## src/rtl/debug_pkg.sv

```systemverilog
// Shared definitions for the debug/loader front-end: FSM state encoding,
// UART command bytes and the instruction that terminates a program load.
package debug_pkg;

    typedef enum logic [2:0] {
        ST_IDLE   = 3'd0,
        ST_LOAD   = 3'd1,
        ST_WRITE  = 3'd2,
        ST_READY  = 3'd3,
        ST_RUN    = 3'd4,
        ST_STEP   = 3'd5,
        ST_REPORT = 3'd6
    } state_t;

    localparam logic [7:0]  CMD_LOAD   = 8'h4C;   // 'L'
    localparam logic [7:0]  CMD_RUN    = 8'h52;   // 'R'
    localparam logic [7:0]  CMD_STEP   = 8'h53;   // 'S'
    localparam logic [31:0] HALT_INSTR = 32'h0000_003F;

endpackage

```

## src/rtl/word_serializer.sv

```systemverilog
// Sends a wide word out over a byte-wide transmitter, most significant byte
// first. Each byte gets a one-cycle start pulse; the following byte is
// launched the cycle after the transmitter reports the previous one done.
module word_serializer #(
    parameter int BYTE_SZ = 8,
    parameter int NBYTES  = 8
) (
    input  logic                      i_clk,
    input  logic                      i_reset,
    input  logic                      i_start,
    input  logic [BYTE_SZ*NBYTES-1:0] i_word,
    input  logic                      i_tx_done,
    output logic [BYTE_SZ-1:0]        o_tx_data,
    output logic                      o_tx_start,
    output logic                      o_done
);

    localparam int W     = BYTE_SZ * NBYTES;
    localparam int IDX_W = $clog2(NBYTES);

    logic [W-1:0]     data_q, data_d;
    logic [IDX_W-1:0] idx_q, idx_d;
    logic             busy_q, busy_d;
    logic             start_q, start_d;
    logic             last_byte;

    assign last_byte  = (idx_q == IDX_W'(NBYTES - 1));
    assign o_tx_data  = data_q[W-1 -: BYTE_SZ];
    assign o_tx_start = start_q;
    assign o_done     = busy_q & i_tx_done & last_byte;

    // Capture the word on start, then shift one byte per transmitter completion.
    always_comb begin
        data_d  = data_q;
        idx_d   = idx_q;
        busy_d  = busy_q;
        start_d = 1'b0;
        if (i_start) begin
            data_d  = i_word;
            idx_d   = '0;
            busy_d  = 1'b1;
            start_d = 1'b1;
        end else if (busy_q && i_tx_done) begin
            if (last_byte) begin
                busy_d = 1'b0;
            end else begin
                data_d  = data_q << BYTE_SZ;
                idx_d   = idx_q + 1'b1;
                start_d = 1'b1;
            end
        end
    end

    // Serializer state registers.
    always_ff @(posedge i_clk or negedge i_reset) begin
        if (!i_reset) begin
            data_q  <= '0;
            idx_q   <= '0;
            busy_q  <= 1'b0;
            start_q <= 1'b0;
        end else begin
            data_q  <= data_d;
            idx_q   <= idx_d;
            busy_q  <= busy_d;
            start_q <= start_d;
        end
    end

endmodule

```

## src/rtl/debug_loader.sv

```systemverilog
// Debug/loader front-end for the pipeline: assembles UART bytes into
// instructions, writes them into instruction memory, gates the pipeline
// enable for run/single-step, and reports PC and data back over UART.
// Optional feature macro: DEBUG_LOADER_STEP_EN (enables the 'S' step command).
module debug_loader
    import debug_pkg::*;
#(
    parameter int INST_SZ = 32,
    parameter int PC_SZ   = 32,
    parameter int BYTE_SZ = 8,
    parameter int MEM_SZ  = 10
) (
    input  logic               i_clk,
    input  logic               i_reset,
    input  logic [BYTE_SZ-1:0] i_rx_data,
    input  logic               i_rx_done,
    input  logic               i_tx_done,
    input  logic               i_halt,
    input  logic [PC_SZ-1:0]   i_pc,
    input  logic [INST_SZ-1:0] i_data,
    output logic [INST_SZ-1:0] o_instruction,
    output logic               o_write,
    output logic               o_enable,
    output logic [BYTE_SZ-1:0] o_tx_data,
    output logic               o_tx_start,
    output logic               o_overflow,
    output logic               o_busy
);

    localparam int NBYTES = (PC_SZ + INST_SZ) / BYTE_SZ;

    state_t             state_q, state_d;
    logic [MEM_SZ:0]    cnt_q, cnt_d, cnt_inc;
    logic [1:0]         bidx_q, bidx_d;
    logic [INST_SZ-1:0] shift_q, shift_d;
    logic               ovf_q, ovf_d;
    logic               halted_q, halted_d;
    logic               ser_start;
    logic               ser_done;

    assign cnt_inc       = cnt_q + 1'b1;
    assign o_instruction = shift_q;
    assign o_write       = (state_q == ST_WRITE);
    assign o_enable      = (state_q == ST_RUN) || (state_q == ST_STEP);
    assign o_busy        = !((state_q == ST_IDLE) || (state_q == ST_READY));
    assign o_overflow    = ovf_q;

    // Command decode, word assembly and run/step/report sequencing.
    always_comb begin
        state_d   = state_q;
        cnt_d     = cnt_q;
        bidx_d    = bidx_q;
        shift_d   = shift_q;
        ovf_d     = ovf_q;
        halted_d  = halted_q;
        ser_start = 1'b0;
        case (state_q)
            ST_IDLE: begin
                if (i_rx_done && i_rx_data == CMD_LOAD) begin
                    state_d = ST_LOAD;
                    cnt_d   = '0;
                    bidx_d  = '0;
                    ovf_d   = 1'b0;
                end
            end
            ST_LOAD: begin
                if (i_rx_done) begin
                    shift_d = {shift_q[INST_SZ-BYTE_SZ-1:0], i_rx_data};
                    bidx_d  = bidx_q + 1'b1;
                    if (bidx_q == 2'd3) state_d = ST_WRITE;
                end
            end
            ST_WRITE: begin
                cnt_d = cnt_inc;
                if (shift_q == INST_SZ'(HALT_INSTR)) begin
                    state_d = ST_READY;
                end else if (cnt_inc[MEM_SZ]) begin
                    // Memory full: stop accepting words until the next load.
                    ovf_d   = 1'b1;
                    state_d = ST_READY;
                end else begin
                    state_d = ST_LOAD;
                end
            end
            ST_READY: begin
                if (i_rx_done) begin
                    if (i_rx_data == CMD_LOAD) begin
                        state_d = ST_LOAD;
                        cnt_d   = '0;
                        bidx_d  = '0;
                        ovf_d   = 1'b0;
                    end else if (i_rx_data == CMD_RUN) begin
                        state_d  = ST_RUN;
                        halted_d = 1'b0;
                    end
`ifdef DEBUG_LOADER_STEP_EN
                    else if (i_rx_data == CMD_STEP) begin
                        state_d  = ST_STEP;
                        halted_d = 1'b0;
                    end
`endif
                end
            end
            ST_RUN: begin
                if (i_halt) begin
                    halted_d  = 1'b1;
                    ser_start = 1'b1;
                    state_d   = ST_REPORT;
                end
            end
`ifdef DEBUG_LOADER_STEP_EN
            ST_STEP: begin
                // A halt that coincides with the step ends the session after reporting.
                halted_d  = i_halt;
                ser_start = 1'b1;
                state_d   = ST_REPORT;
            end
`endif
            ST_REPORT: begin
                if (ser_done) state_d = halted_q ? ST_IDLE : ST_READY;
            end
            default: state_d = ST_IDLE;
        endcase
    end

    // Control and datapath registers.
    always_ff @(posedge i_clk or negedge i_reset) begin
        if (!i_reset) begin
            state_q  <= ST_IDLE;
            cnt_q    <= '0;
            bidx_q   <= '0;
            shift_q  <= '0;
            ovf_q    <= 1'b0;
            halted_q <= 1'b0;
        end else begin
            state_q  <= state_d;
            cnt_q    <= cnt_d;
            bidx_q   <= bidx_d;
            shift_q  <= shift_d;
            ovf_q    <= ovf_d;
            halted_q <= halted_d;
        end
    end

    word_serializer #(
        .BYTE_SZ (BYTE_SZ),
        .NBYTES  (NBYTES)
    ) u_ser (
        .i_clk      (i_clk),
        .i_reset    (i_reset),
        .i_start    (ser_start),
        .i_word     ({i_pc, i_data}),
        .i_tx_done  (i_tx_done),
        .o_tx_data  (o_tx_data),
        .o_tx_start (o_tx_start),
        .o_done     (ser_done)
    );

endmodule

```

## config.mk

```make
export PLATFORM = sky130hd
export DESIGN_NAME = debug_loader
export DESIGN_NICKNAME = d
export VERILOG_FILES = /design/src/rtl/debug_pkg.sv /design/src/rtl/word_serializer.sv /design/src/rtl/debug_loader.sv
export SDC_FILE = /design/constraint.sdc
export NUM_CORES = 1
export LEC_CHECK = 0
export ABC_AREA = 1
export CORE_MARGIN = 4
export CORE_UTILIZATION = 40
export CTS_CLUSTER_DIAMETER = 120
export DETAILED_ROUTE_END_ITERATION = 12
export HOLD_SLACK_MARGIN = 0.12
export PLACE_DENSITY_LB_ADDON = 0.1
export REMOVE_ABC_BUFFERS = 1
export SYNTH_ARGS = -nofsm -noshare
export SYNTH_HDL_FRONTEND = slang
export SYNTH_HIERARCHICAL = 1
export SYNTH_SLANG_ARGS = --single-unit
```

## constraint.sdc

```tcl
create_clock -name i_clk -period 2.8 [get_ports i_clk]
set_clock_uncertainty 0.1 [all_clocks]
set_input_delay 0.42 -clock i_clk [delete_from_list [all_inputs] [get_ports i_clk]]
set_output_delay 0.42 -clock i_clk [all_outputs]
set_load 0.01 [all_outputs]
```

==> summary.md, run 1 <==
| Metric | Value |
|---|---|
| GP Congestion | `just over 0.8` |
| Number of synthesized flops with an enable pin | `0` |
| Post-route ant nets | `0` |
| Final slew viol count | `0` |
| Layout Nets | `a little under 1,000` |
| Period utilization | `89.5%` |
| PortBufs | `about 120` |
| Crit path from | `state_q[0]` |
| Reg-to-Reg End | `u_ser/data_q[54]` |
| Setup TNS | `0 ns` |
| Most common cell after layout, fill and taps aside | `nand2_1` |
| DR WL/cell | `about 13 um` |
| Buffers & Inverters on Critical Path | `3` |
| Clk slew on worst S/H paths | `0.05 ns` |
| Sw Ratio | `a little over a third` |
| # H-tree levels | `4` |
| Most frequent cells in the layout | `nand2_1 (374), clkdlybuf4s50_1 (120), dfrtp_1 (119)` |
| Syn-to-layout area delta | `30.1%` |
| Detailed placer's ending HPWL | `approximately 10000 um` |
| Post-CTS Setup Inserts | `0` |
| RSZ-0062 raised after global routing | `no` |
| Crit path DAT | `just under 2 ns` |
| Leak | `between 4 and 5 nW` |
| GR Util All Layers | `17.2%` |
| Internal power | `about 0.0052 W` |
| Die footprint | `17,500 sq um` |
| Hold buffer count at cts | `1` |
| Top cell type's share of synthesized area | `between 40% and 50%` |
| Post-CTS sizing | `0` |
| Worst-Skew Late Latency | `between 0.4 and 0.5 ns` |
| Clock root cell | `clkbuf_16` |
| Pre-CTS setup slack | `approximately 0.65 ns` |
| PnR worst setup slack | `between 0.2 and 0.3 ns` |
| Die height | `between 100 and 150 um` |
| Largest net degree at the start of global routing | `70` |
| Synthesized area | `~6000 sq um` |
| Status | `complete, no violations` |
| Final hold slack | `0.375 ns` |
| Vias/cell | `between 4 and 5` |
| CP top delay family | `buffers and inverters` |
| Rows | `45` |
| Min Tclk post-route | `approximately 2.5 ns` |
| Worst Reg-to-Reg Cells | `8` |
| Yosys cell types | `32` |
| Gate power share | `between 30% and 40%` |
| Reg2Reg Launch Point | `u_ser/idx_q[0]` |
| CTS buffer count | `17` |
| I/O Pins | `around 120` |
| Critical path's largest stage delay | `approximately 0.56 ns` |
| Worst vdd ir | `between 0.4 and 0.5 mV` |
| Register area share after synthesis | `48.1%` |
| Final setup vio count | `0` |
| Slowest cell on crit path | `clkdlybuf4s50_1` |
| FMAX | `around 400 MHz` |
| Placed cell area | `roughly 7500 sq um` |
| Avg Inst Size Synth | `about 7.7 sq um` |
| DR DRC count | `0` |
| Sequential power share | `between 30 and 40%` |
| Rel. slew slack | `49.9%` |
| CTS max path bufs | `2` |
| CP Cell Sequence | `inv_2 > nand3_1 > inv_2 > clkdlybuf4s50_1` |
| Worst hold-check path type | `reg -> reg` |
| Die X | `roughly 130 um` |
| GRT Residual Overflow | `0` |
| CP Class | `reg -> out` |
| Final hold violation count | `0` |
| Startpoint types | `register` |
| First-pass GRT wire length | `24,800 um` |
| Post-Syn Instances | `about 800` |
| Reg2Reg Setup Slack | `roughly 0.70 ns` |
| FFs w/ async S/R, synth | `100%` |
| Worst EP required | `approximately 2.3 ns` |
| Ant diodes | `0` |
| PwrDens | `roughly 1000 nW/um^2` |
| Routed wire length | `roughly 14,000 um` |
| Worst Setup EP | `o_write` |
| Critical Path Stages | `4` |
| Yosys top cell by area | `dfrtp_1` |
| Starting Density | `about 40%` |
| #FFs+latches synth | `between 100 and 150` |
| Sw Pwr | `approximately 0.0028 W` |
| Cell area after layout | `around 8000 sq um` |
| Initial DRC count | `between 300 and 400` |
| Max_cap viols | `0` |
| Most common flop cell mapped by yosys | `dfrtp_1` |
| Via count | `around 5,300` |
| 1st-pass router iterations | `4` |
| Final core occ | `around 53%` |
| Crit. End Element | `primary output` |
| Layout cells sized above 1 | `under 10%` |
| Vias in the first global route | `approximately 5,200` |
| Core Box Area | `approximately 15,000 sq um` |
| Most used cell, CP | `inv_2` |
| Worst Max-Slew Pin Slew | `around 0.75 ns` |
| Crit-path max FO | `9` |
| Synth area leaders | `dfrtp_1 (48%), nand2_1 (23%), nand3_1 (7.4%), mux2_4 (3.6%), nor2_1 (2.5%)` |
| Clock Sinks | `between 100 and 150` |
| TritonCTS clock tree | `built` |
| Antenna violations before repair | `0` |
| Warnings from Yosys | `6` |
| Share of power burned in the clock network | `between 20% and 30%` |
[how the worst min path moves through the flow]
stage / start / to / slack (ns) / cells after the start
2_1_floorplan: i_reset / bidx_q[0] / 0.02 / 0
3_3_place_gp: o_overflow / o_overflow / 0.36 / 2
3_5_place_dp: o_overflow / o_overflow / 0.37 / 2
4_1_cts: o_overflow / o_overflow / 0.38 / 2
5_1_grt: o_overflow / o_overflow / 0.42 / 2
6_report: o_overflow / o_overflow / 0.38 / 2
[area by class of cell]
type / instances / area [sq um]
sequential: 119 / 2980
tap: 188 / 235
timing repair buffer: 131 / 1370
multi-input combinational: 588 / 2700
fill: 1440 / 7160
clock buffer: 23 / 488
clock inverter: 9 / 97.6
inverter: 45 / 173
[power groups by stage]
stage	Clock, W	Sequential [W]	Combinational [W]
finish	0.00215	0.00290	0.00296
global route	0.00229	0.00300	0.00336
CTS	0.00220	0.00290	0.00301
detailed placement	0	0.00291	0.00300
global placement	0	0.00289	0.00295
floorplan	0	0.00292	0.00172
[state kept, by name, summed over array words and instances (netlist names)]
register and cells:
state_q 3, cnt_q 11, halted_q 1, u_ser/data_q 64, o_instruction 32, u_ser/idx_q 3
bidx_q 2, o_overflow 1, u_ser/busy_q 1, u_ser/o_tx_start 1
[synth_stat cells (5+ instances only)]
cell,count
buf_6,10
ha_1,5
o21ai_0,20
nand3_1,92
mux2_4,15
buf_4,16
a21oi_1,6
nor2_1,41
dfrtp_1,119
nand4_1,6
buf_2,19
nand2_1,375
inv_1,39
[through the flow]
stage,power [W],cells
after floorplan,0.00464,752
after global placement,0.00584,1070
after detailed placement,0.00591,1070
after CTS,0.00811,1103
after global routing,0.00865,1103
final,0.00801,1103
[metal layers]
| metal | global-route usage, % | wire, um |
|---|---|---|
| met1 | 23.5 | 6900 |
| met2 | 26.7 | 6600 |
| met3 | 5.04 | 712 |
| met4 | 5.43 | 185 |
| met5 | 0 | 0 |
[worst min-delay path, delay by kind of cell (launching register included)]
family / cells / cell delay [ns]
AND/OR/NAND/NOR: 2 / 0.11
flip-flops: 1 / 0.34
[kinds of logic (layout without fill, tap and decap cells)]
logic type	count (synthesis)	in the layout	synth area share, %
simple gates	530	530	35.3
flops	119	119	48.1
buf+inv	94	208	8.33
compound gates	37	37	3.40
mux	15	15	3.64
fa+ha+maj	5	5	1.01
xor+xnor	1	1	0.142
(Power assumes the default switching activity.)
==> run 2: changes to the inputs <==
--- a/config.mk
+++ b/config.mk
@@ -6,7 +6,7 @@
 export NUM_CORES = 1
 export LEC_CHECK = 0
 export ABC_AREA = 1
-export CORE_MARGIN = 4
+export CORE_MARGIN = 2
 export CORE_UTILIZATION = 40
 export CTS_CLUSTER_DIAMETER = 120
 export DETAILED_ROUTE_END_ITERATION = 12
==> run 2 against run 1 <==
Compared with the run above:
- sequential power barely moved
- wire length fell by 1.9%
- final cell count barely moved
- worst hold slack improved by 0.0037 ns
- via count rose by 0.56%
- combinational power barely moved
- critical endpoint unchanged
- largest power group unchanged
==> summary.md, run 2 (synthesized netlist as in run 1, its figures left out) <==
| Metric | Value |
|---|---|
| Status | `complete, no violations` |
| Largest net degree at the start of global routing | `125 (+79%)` |
| Reg2Reg Setup Slack | `0.75 ns (+0.05 ns)` |
| GR Util All Layers | `18.2% (+0.94 points)` |
| Worst-Skew Late Latency | `0.42 ns (about the same)` |
| Antenna violations before repair | `0 (unchanged)` |
| Syn-to-layout area delta | `30.3%` |
| Final setup vio count | `0 (unchanged)` |
| # H-tree levels | `4 (unchanged)` |
| Initial DRC count | `320 (+1.3%)` |
| Max reg flops | `64 (unchanged)` |
| Vias in the first global route | `5,148 (-1.3%)` |
| Die height | `128 um (-3.0%)` |
| HP Start | `o_overflow` |
| Starting Density | `40.8% (+0.15 points)` |
| Die footprint | `16,500 sq um (-6.0%)` |
| GRT Residual Overflow | `0 (unchanged)` |
| 1st-pass router iterations | `4 (unchanged)` |
| Gate power share | `35.7% (-1.3 points)` |
| Largest Register | `u_ser/data_q` |
| Die X | `128 um (-3.0%)` |
| Clock root cell | `clkbuf_16` |
| Share of power burned in the clock network | `29.2% (+2.4 points)` |
| Startpoint types | `register` |
| PwrDens | `1020 nW/um^2 (+2.6%)` |
| Sw Pwr | `0.00280 W (+0.85%)` |
| Non-Filler Instances | `1,102 (-0.091%)` |
| Period utilization | `91.9% (+2.4 points)` |
| PnR worst setup slack | `0.226 ns (-0.0676 ns)` |
| Crit-path max FO | `9 (unchanged)` |
| Crit. End Element | `primary output` |
| RSZ-0062 raised after global routing | `no` |
| Worst hold-check path type | `reg -> reg` |
| Worst Hold Path Cells | `2 (unchanged)` |
| PortBufs | `121 (unchanged)` |
| Layout Nets | `983 (-0.10%)` |
| Hold EP | `o_overflow` |
| CTS buffer count | `17 (unchanged)` |
| Worst vdd ir | `0.466 mV (+2.9%)` |
| Final slew viol count | `0 (unchanged)` |
| Rel. slew slack | `51.2% (+1.3 points)` |
| First-pass GRT wire length | `24,000 um (-3.3%)` |
| Vias/cell | `4.85 (+0.66%)` |
| Placed Cells | `1,069 (-0.093%)` |
| TritonCTS clock tree | `built` |
| Sw Ratio | `34.1% (-0.66 points)` |
| Placed cell area | `7390 sq um (-0.77%)` |
| Final hold slack | `0.379 ns (+0.00373 ns)` |
| CTS max path bufs | `2 (unchanged)` |
| Reg-to-Reg End | `u_ser/data_q[44]` |
| Max_cap viols | `0 (unchanged)` |
| DR DRC count | `0 (unchanged)` |
| Sequential power share | `35.1% (-1.1 points)` |
| Crit path DAT | `2.05 ns (+0.06 ns)` |
| Ant diodes | `0 (unchanged)` |
| Rows | `45 (unchanged)` |
| Post-route ant nets | `0 (unchanged)` |
| Min Tclk post-route | `2.57 ns (+0.0676 ns)` |
| Clk slew on worst S/H paths | `0.05 ns (about the same)` |
| Layout cells sized above 1 | `8.53% (+0.12 points)` |
| Detailed placer's ending HPWL | `9380 um (-3.5%)` |
| GP Congestion | `0.859 (+4.3%)` |
| DR WL/cell | `12.8 um (-1.8%)` |
| Pre-CTS setup slack | `0.563 ns (-0.0866 ns)` |
| Leak | `4.19 nW (about the same)` |
| Routed wire length | `14,100 um (-1.9%)` |
| CP Class | `reg -> out` |
| Via count | `5,342 (+0.56%)` |
| Worst Reg-to-Reg Cells | `9 (+1)` |
| Most common cell after layout, fill and taps aside | `nand2_1` |
| Worst Max-Slew Pin Slew | `0.732 ns (-0.0196 ns)` |
| Most frequent cells in the layout | `nand2_1 (374), clkdlybuf4s50_1 (120), dfrtp_1 (119)` |
| Core Box Area | `15,100 sq um (-0.37%)` |
| I/O Pins | `122 (unchanged)` |
| FMAX | `388 MHz (-2.6%)` |
| Worst EP required | `2.28 ns (about the same)` |
| Cell area after layout | `8060 sq um (+0.14%)` |
| Clock Sinks | `119 (unchanged)` |
| Final hold violation count | `0 (unchanged)` |
| Reg2Reg Launch Point | `state_q[0]` |
| Internal power | `0.00543 W (+3.8%)` |
==> run 2: cell types whose count changed in the layout (fill, tap and decap cells not counted), sizes merged <==
cell / previous run / this run
clkinvlp: 1 / 3
buf: 10 / 9
clkbuf: 23 / 19
clkinv: 7 / 6
bufinv: 2 / 5
==> run 2: critical path, stage by stage (launching register included) <==
cell             delay (ns)
dfrtp_1                0.41
inv_2                  0.15
nand3_1                0.26
inv_2                  0.25
clkdlybuf4s50_1        0.57
==> run 2: how the worst max path moves through the flow <==
| stage | startpoint | to | cells past startpoint |
|---|---|---|---|
| floorplan | state_q[0] | u_ser/data_q[10] | 9 |
| global placement | i_rx_data[3] | cnt_q[0] | 10 |
| detailed placement | i_rx_data[3] | cnt_q[0] | 10 |
| CTS | state_q[0] | o_write | 4 |
| global route | state_q[0] | o_write | 4 |
| finish | state_q[0] | o_write | 4 |
==> run 2: power by group through the flow <==
stage / logic [W] / clock network, W / registers [W]
detailed placement: 0.00298 / 0 / 0.00291
floorplan: 0.00172 / 0 / 0.00292
global route: 0.00332 / 0.00253 / 0.00299
CTS: 0.00299 / 0.00246 / 0.00289
global placement: 0.00292 / 0 / 0.00288
finish: 0.00294 / 0.00240 / 0.00289
==> run 2: metal layers <==
| metal | GRT usage, % | up-vias | wire length (um) |
|---|---|---|---|
| met5 | 0 | - | 0 |
| met4 | 7.63 | 0 | 238 |
| met3 | 4.32 | 15 | 732 |
| met2 | 29.4 | 145 | 6790 |
| met1 | 23.5 | 2466 | 6370 |
| li1 | - | 2716 | - |
==> run 2: final cells by class <==
class / count / area, sq um
flip-flops and latches: 119 / 2980
inverters: 45 / 173
fillers: 1412 / 7090
repair buffers: 130 / 1320
clock buffers: 19 / 453
clock inverters: 13 / 201
well taps: 188 / 235
multi-input cells: 588 / 2700
==> run 2: per-stage QoR <==
stage	setup TNS, ns	power, W	utilization (%)
3_3_place_gp	0	0.00581	48.8
6_report	0	0.00823	53.2
5_1_grt	0	0.00885	53.2
2_1_floorplan	-172.22	0.00464	-
4_1_cts	0	0.00833	53.2
3_5_place_dp	0	0.00588	48.8
==> run 2: repair_timing <==
action,in CTS,in global routing
hold buffers,1,0
endpoints found under the setup margin,0,0
resized for setup,0,0
hold endpoints to repair,42,0
buffers inserted,0,0
